File: src/rtl/gsim_pkg.sv
// Shared types and default dimensions for the Gauss-Seidel solver sequencer.
// Pure declarations: no latency, no flow control.
package gsim_pkg;

    typedef enum logic [2:0] {
        ST_IDLE,
        ST_LOAD,
        ST_ITER,
        ST_DRAIN,
        ST_OUT
    } gsim_state_t;

    localparam int GSIM_N_UNK      = 16;
    localparam int GSIM_PIPE_LAT   = 8;
    localparam int GSIM_NUM_SWEEPS = 64;

endpackage

File: src/rtl/valid_delay.sv
// Delays a 1-bit valid by DEPTH cycles; empty flags that no valid is in flight.
// Latency DEPTH cycles, never stalls, async clear drops everything in flight.
module valid_delay #(
    parameter int DEPTH = 8
) (
    input  logic clk,
    input  logic reset,
    input  logic d,
    output logic q,
    output logic empty
);

    logic [DEPTH-1:0] sr_q;
    logic [DEPTH-1:0] sr_d;

    // Shift-and-or form also holds for DEPTH=1, where the shift yields zero.
    always_comb begin
        sr_d = (sr_q << 1) | DEPTH'(d);
    end

    always_ff @(posedge clk or posedge reset) begin
        if (reset) begin
            sr_q <= '0;
        end else begin
            sr_q <= sr_d;
        end
    end

    assign q     = sr_q[DEPTH-1];
    assign empty = ~|sr_q;

endmodule

File: src/rtl/gsim_scheduler.sv
// Sequences load, NUM_SWEEPS issue sweeps, pipeline drain and solution readout.
// Moore control (load_en is the only combinational output); in_en outside IDLE/LOAD is dropped and flagged.
module gsim_scheduler
    import gsim_pkg::*;
#(
    parameter int N_UNK      = GSIM_N_UNK,
    parameter int IDX_W      = 4,
    parameter int PIPE_LAT   = GSIM_PIPE_LAT,
    parameter int NUM_SWEEPS = GSIM_NUM_SWEEPS,
    parameter int SWP_W      = 8
) (
    input  logic             clk,
    input  logic             reset,
    input  logic             in_en,
    output logic             load_en,
    output logic             shift_en,
    output logic             issue_en,
    output logic             wb_en,
    output logic [IDX_W-1:0] idx,
    output logic [SWP_W-1:0] sweep,
    output logic             out_valid,
    output logic             busy,
    output logic             proto_err
);

    localparam logic [IDX_W-1:0] IDX_LAST   = IDX_W'(N_UNK - 1);
    localparam logic [SWP_W-1:0] SWEEP_LAST = SWP_W'(NUM_SWEEPS - 1);

    gsim_state_t      state_q, state_d;
    logic [IDX_W-1:0] idx_q, idx_d;
    logic [SWP_W-1:0] sweep_q, sweep_d;
    logic             proto_err_q, proto_err_d;
    logic             dl_empty;

    always_ff @(posedge clk or posedge reset) begin
        if (reset) begin
            state_q     <= ST_IDLE;
            idx_q       <= '0;
            sweep_q     <= '0;
            proto_err_q <= 1'b0;
        end else begin
            state_q     <= state_d;
            idx_q       <= idx_d;
            sweep_q     <= sweep_d;
            proto_err_q <= proto_err_d;
        end
    end

    always_comb begin
        state_d     = state_q;
        idx_d       = idx_q;
        sweep_d     = sweep_q;
        proto_err_d = proto_err_q;
        case (state_q)
            ST_IDLE: begin
                if (in_en) begin
                    idx_d   = idx_q + 1'b1;
                    state_d = ST_LOAD;
                end
            end
            ST_LOAD: begin
                if (in_en) begin
                    if (idx_q == IDX_LAST) begin
                        idx_d   = '0;
                        state_d = ST_ITER;
                    end else begin
                        idx_d = idx_q + 1'b1;
                    end
                end
            end
            ST_ITER: begin
                // N_UNK is a power of two, so the increment wraps on its own.
                idx_d = idx_q + 1'b1;
                if (idx_q == IDX_LAST) begin
                    sweep_d = sweep_q + 1'b1;
                    if (sweep_q == SWEEP_LAST) begin
                        state_d = ST_DRAIN;
                    end
                end
            end
            ST_DRAIN: begin
                if (dl_empty) begin
                    state_d = ST_OUT;
                end
            end
            ST_OUT: begin
                if (idx_q == IDX_LAST) begin
                    idx_d   = '0;
                    sweep_d = '0;
                    state_d = ST_IDLE;
                end else begin
                    idx_d = idx_q + 1'b1;
                end
            end
            default: begin
                state_d = ST_IDLE;
            end
        endcase
        if (in_en && (state_q == ST_ITER || state_q == ST_DRAIN || state_q == ST_OUT)) begin
            proto_err_d = 1'b1;
        end
    end

    // Write-back timing follows issue only, so it keeps running through DRAIN.
    valid_delay #(
        .DEPTH (PIPE_LAT)
    ) u_wb_delay (
        .clk   (clk),
        .reset (reset),
        .d     (issue_en),
        .q     (wb_en),
        .empty (dl_empty)
    );

    assign load_en   = in_en && (state_q == ST_IDLE || state_q == ST_LOAD);
    assign issue_en  = (state_q == ST_ITER);
    assign out_valid = (state_q == ST_OUT);
    assign shift_en  = issue_en || out_valid;
    assign busy      = (state_q != ST_IDLE);
    assign idx       = idx_q;
    assign sweep     = sweep_q;
    assign proto_err = proto_err_q;

endmodule
File: config.mk
export PLATFORM = sky130hd
export DESIGN_NAME = gsim_scheduler
export DESIGN_NICKNAME = d
export VERILOG_FILES = /design/src/rtl/gsim_pkg.sv /design/src/rtl/valid_delay.sv /design/src/rtl/gsim_scheduler.sv
export SDC_FILE = /design/constraint.sdc
export NUM_CORES = 1
export LEC_CHECK = 0
export CAP_MARGIN = 30
export CORE_UTILIZATION = 35
export CTS_CLUSTER_SIZE = 25
export DETAILED_ROUTE_END_ITERATION = 6
export GPL_TIMING_DRIVEN = 0
export SLEW_MARGIN = 25
export SYNTH_ARGS = -nofsm -noshare
export SYNTH_HDL_FRONTEND = slang
export SYNTH_SLANG_ARGS = --single-unit
File: constraint.sdc
create_clock -name clk -period 1.8 [get_ports clk]
set_input_delay 0.18 -clock clk [delete_from_list [all_inputs] [get_ports clk]]
set_output_delay 0.18 -clock clk [all_outputs]
set_load 0.02 [all_outputs]
==> impl.org <==
** Timing
- For the final routed database, the setup TNS stands at 0 ns.
- Clock skew on the completed layout was measured at 0.00895 ns.
- After layout, the worst setup slack is 0.0217 ns.
- For this run, the top clock speed supported by timing is 0.562 GHz.
- Setup repair after global routing could not meet its margin everywhere.
- Endpoints failing setup :: 0
- Final count of hold timing violations :: 0
- Slew Limit Fails :: 0
- The worst pin sits at a relative slew slack of 0.671.
- Dividing the final minimum period by the clock period gives 0.988.
- At the pin with the least slew margin, the transition time is 0.490 ns.
- Minimum clock period :: 1.78 ns

** Global routing
- Global-route wire length before repair :: 4.13 mm
- Aggregate global-route resource usage :: 0.158
- The number of antenna violations at the first check in global routing is 0.
- Vias in the first global route :: 957
- Total global routing overflow :: 0
- Pin count of the biggest net entering global routing :: 25

** Routing
- For this block, the initial DRC count from the detailed router was 25.
- Using the TritonRoute via totals, the vias-per-cell ratio works out to 5.34.
- The first detailed-routing pass took 4 iterations.
- Remaining number of nets flagged by the antenna check after routing :: 0
- Routed length per placed instance :: 13.3 um
- Total number of vias :: 1003
- After detailed routing, the number of remaining DRC violations is 0.
- Total length of routed wires :: 2.50 mm

** Yosys
- Synth top area cells :: dfrtp_1, o21ai_0, nor2_1
- EDFF count, synth :: 0
- Count of mapped cells out of synthesis :: 114
- The netlist uses 31 different library cells.
- The synthesized design contains 24 register bits.
- Most frequent cells after synthesis :: dfrtp_1, nor2_1, o21ai_0
- The mapped netlist covers 0.00113 mm2.
- dfrtp_1 is the most common cell in the netlist.
- The largest total area in the synthesized netlist belongs to dfrtp_1.
- Synth warnings :: 0
- Portion of the post-synthesis area used by sequential elements :: 0.533
- Of the post-synthesis cell area, the dominant cell type holds 0.533.
- Most used flip-flop cell after synthesis :: dfrtp_1
- A synthesized cell averages 9.89 um2.
- Synthesized net count :: 119
- Post-synth ARST share :: 1.00

** Power and ir drop
- Total power per unit cell area :: 1110 mW/mm2
- For this design the static power due to leakage is 0.647 nW.
- The design draws 1.73 mW.
- Highest ir drop seen on vdd :: 665 uV

** Floorplan
- 22 I/O pins were placed.
- The floorplan step defined a die boundary enclosing 0.00345 mm2.
- Effective utilization at floorplan :: 0.369
- The die is 58.8 um wide.
- # rows :: 20
- The core region is 0.00305 mm2.
- From bottom edge to top edge, the die measures 58.8 um.

** Setup path
- Worst setup EP type :: flip-flop
- Data on the critical path arrives at its endpoint at 2.03 ns.
- The setup path with the least slack is of type flip-flop to flip-flop.
- Largest fanout on the critical path :: 5
- Worst EP required :: 2.05 ns
- STA classifies the critical path startpoint as a flip-flop.

** Final layout
- Final net count :: 150
- Layout cells sized above 1 :: 0.222
- Excluding fillers, the count of instances in the completed layout stands at 188.
- Final Cell Area :: 0.00155 mm2
- The repair_antennas step left the layout with diodes totalling 0.
- Relative to the synthesized area, the layout overhead comes to 37.8%.

** Job
- The tool flagged a number of max-cap violations equal to 0.

** Hold path
- Kind of path behind the tightest hold check :: input pin to asynchronous set/reset pin

** Placed design
- Placed inst area :: 0.00142 mm2
- Port-buffer cells :: 21
- At the end of routability-driven placement, the weighted congestion stood at 0.761.
- Number of cells in the design after placement :: 179
- OpenSTA, run right after detailed placement, puts the worst setup slack at -0.205 ns.
- Sum of net half-perimeters after detailed placement :: 1.75 mm

** CTS
- Root Buffer Master :: clkbuf_4
- After clock tree synthesis, the clock-pin slew on the worst setup and hold paths is 0.14 ns.
- Longest Clk Path Bufs :: 2
- Maximum level of the CTS H-tree :: 1
- Clock Sink Count :: 24
- Worst skew pair latency :: 0.32 ns
- Total clock buffers created by CTS :: 3
- The number of hold buffers added after CTS was 0.
- CTS tree :: done

** Outcome
- The flow ran to the end, and the final reports show no timing, DRC or antenna violations.
## flip-flops by register name, indices dropped and copies added (netlist names)
register / flops
u_wb_delay.sr_q: 8
state_q: 3
proto_err: 1
idx: 4
sweep: 8
## cells by family (layout without fill, tap and decap cells)
| family | count (synthesis) | count (layout) | share of synthesized area |
|---|---|---|---|
| XOR/XNOR | 4 | 4 | 0.0311 |
| adder cells (fa/ha/maj) | 2 | 2 | 0.0222 |
| buffers and inverters | 8 | 38 | 0.0277 |
| multiplexers | 1 | 1 | 0.00999 |
| AO/OA/AOI/OAI | 26 | 26 | 0.144 |
| AND/OR/NAND/NOR | 49 | 49 | 0.232 |
| flip-flops | 24 | 24 | 0.533 |
## what timing repair did
| item | 4_1_cts | 5_1_grt |
|---|---|---|
| setup endpoints to repair | 7 | 8 |
| pin swaps | 1 | 3 |
| gates resized for setup | 23 | 5 |
| cloned | 0 | 0 |
| buffers inserted | 1 | 4 |
## per-stage QoR
step | hold slack (ns) | util
finish | 0.0897 | 0.509
global route | 0.0927 | 0.509
CTS | 0.378 | 0.490
detailed placement | 0.363 | 0.465
global placement | 0.360 | 0.465
floorplan | 0.194 | -
## layout make-up
type,count,area [um2]
Buffer,3,17.5
Clock buffer,3,22.5
Clock inverter,1,30.0
Fill cell,305,1500
Inverter,4,15.0
Multi-Input combinational cell,82,557
Sequential cell,24,606
Tap cell,44,55.1
Timing Repair Buffer,27,251
## worst paths after layout
check                                    from                  to  slack, ns  cells after the start
min in group clk           u_wb_delay.sr_q[5]  u_wb_delay.sr_q[6]       0.39                      0
max in group asynchronous               reset          state_q[2]       1.30                      3
min reg2reg                u_wb_delay.sr_q[5]  u_wb_delay.sr_q[6]       0.39                      0
min                                     reset            sweep[6]       0.09                      2
max                                    idx[0]            sweep[4]       0.02                      5
max reg2reg                            idx[0]            sweep[4]       0.02                      5
## power by group
| part | total, mW | switching (mW) | internal [mW] |
|---|---|---|---|
| combinational | 0.625 | 0.316 | 0.309 |
| sequential | 0.712 | 0.0983 | 0.614 |
| clock | 0.390 | 0.165 | 0.225 |
## critical path, cell delays in order, from the launching register on
cell and delay, ns:
dfrtp_2 0.43, ha_4 0.15, nand3_4 0.10, or4b_4 0.56, or3_1 0.34, a21oi_2 0.12
## placed cells by master, fill, tap and decap left out, types with 2 or more instances in the layout
cell type	netlist	final
buf_4	0	5
nand3_1	7	6
xnor2_1	3	2
nor2_1	11	10
buf_2	1	2
inv_1	4	3
dlygate4sd2_1	0	2
nand2_1	8	8
dfrtp_2	0	4
or4_1	2	2
nor3_2	0	2
or3_1	3	3
clkdlybuf4s50_1	0	16
o21ai_0	10	10
a21oi_1	6	5
nor4_1	4	4
o31ai_1	2	2
clkbuf_4	0	4
o31a_1	2	2
dfrtp_1	24	20
clkbuf_2	0	2
a211oi_1	2	2
nand2b_1	5	4
## metal layers
layer  GRT usage  wire length [um]  vias to the layer above
li1            -                 -                      470
met1       0.208              1140                      495
met2       0.256              1240                       32
met3      0.0198                83                        6
met4      0.0782                40                        0
met5           0                 0                        -
Note: power is estimated with default switching activity, not from simulation.
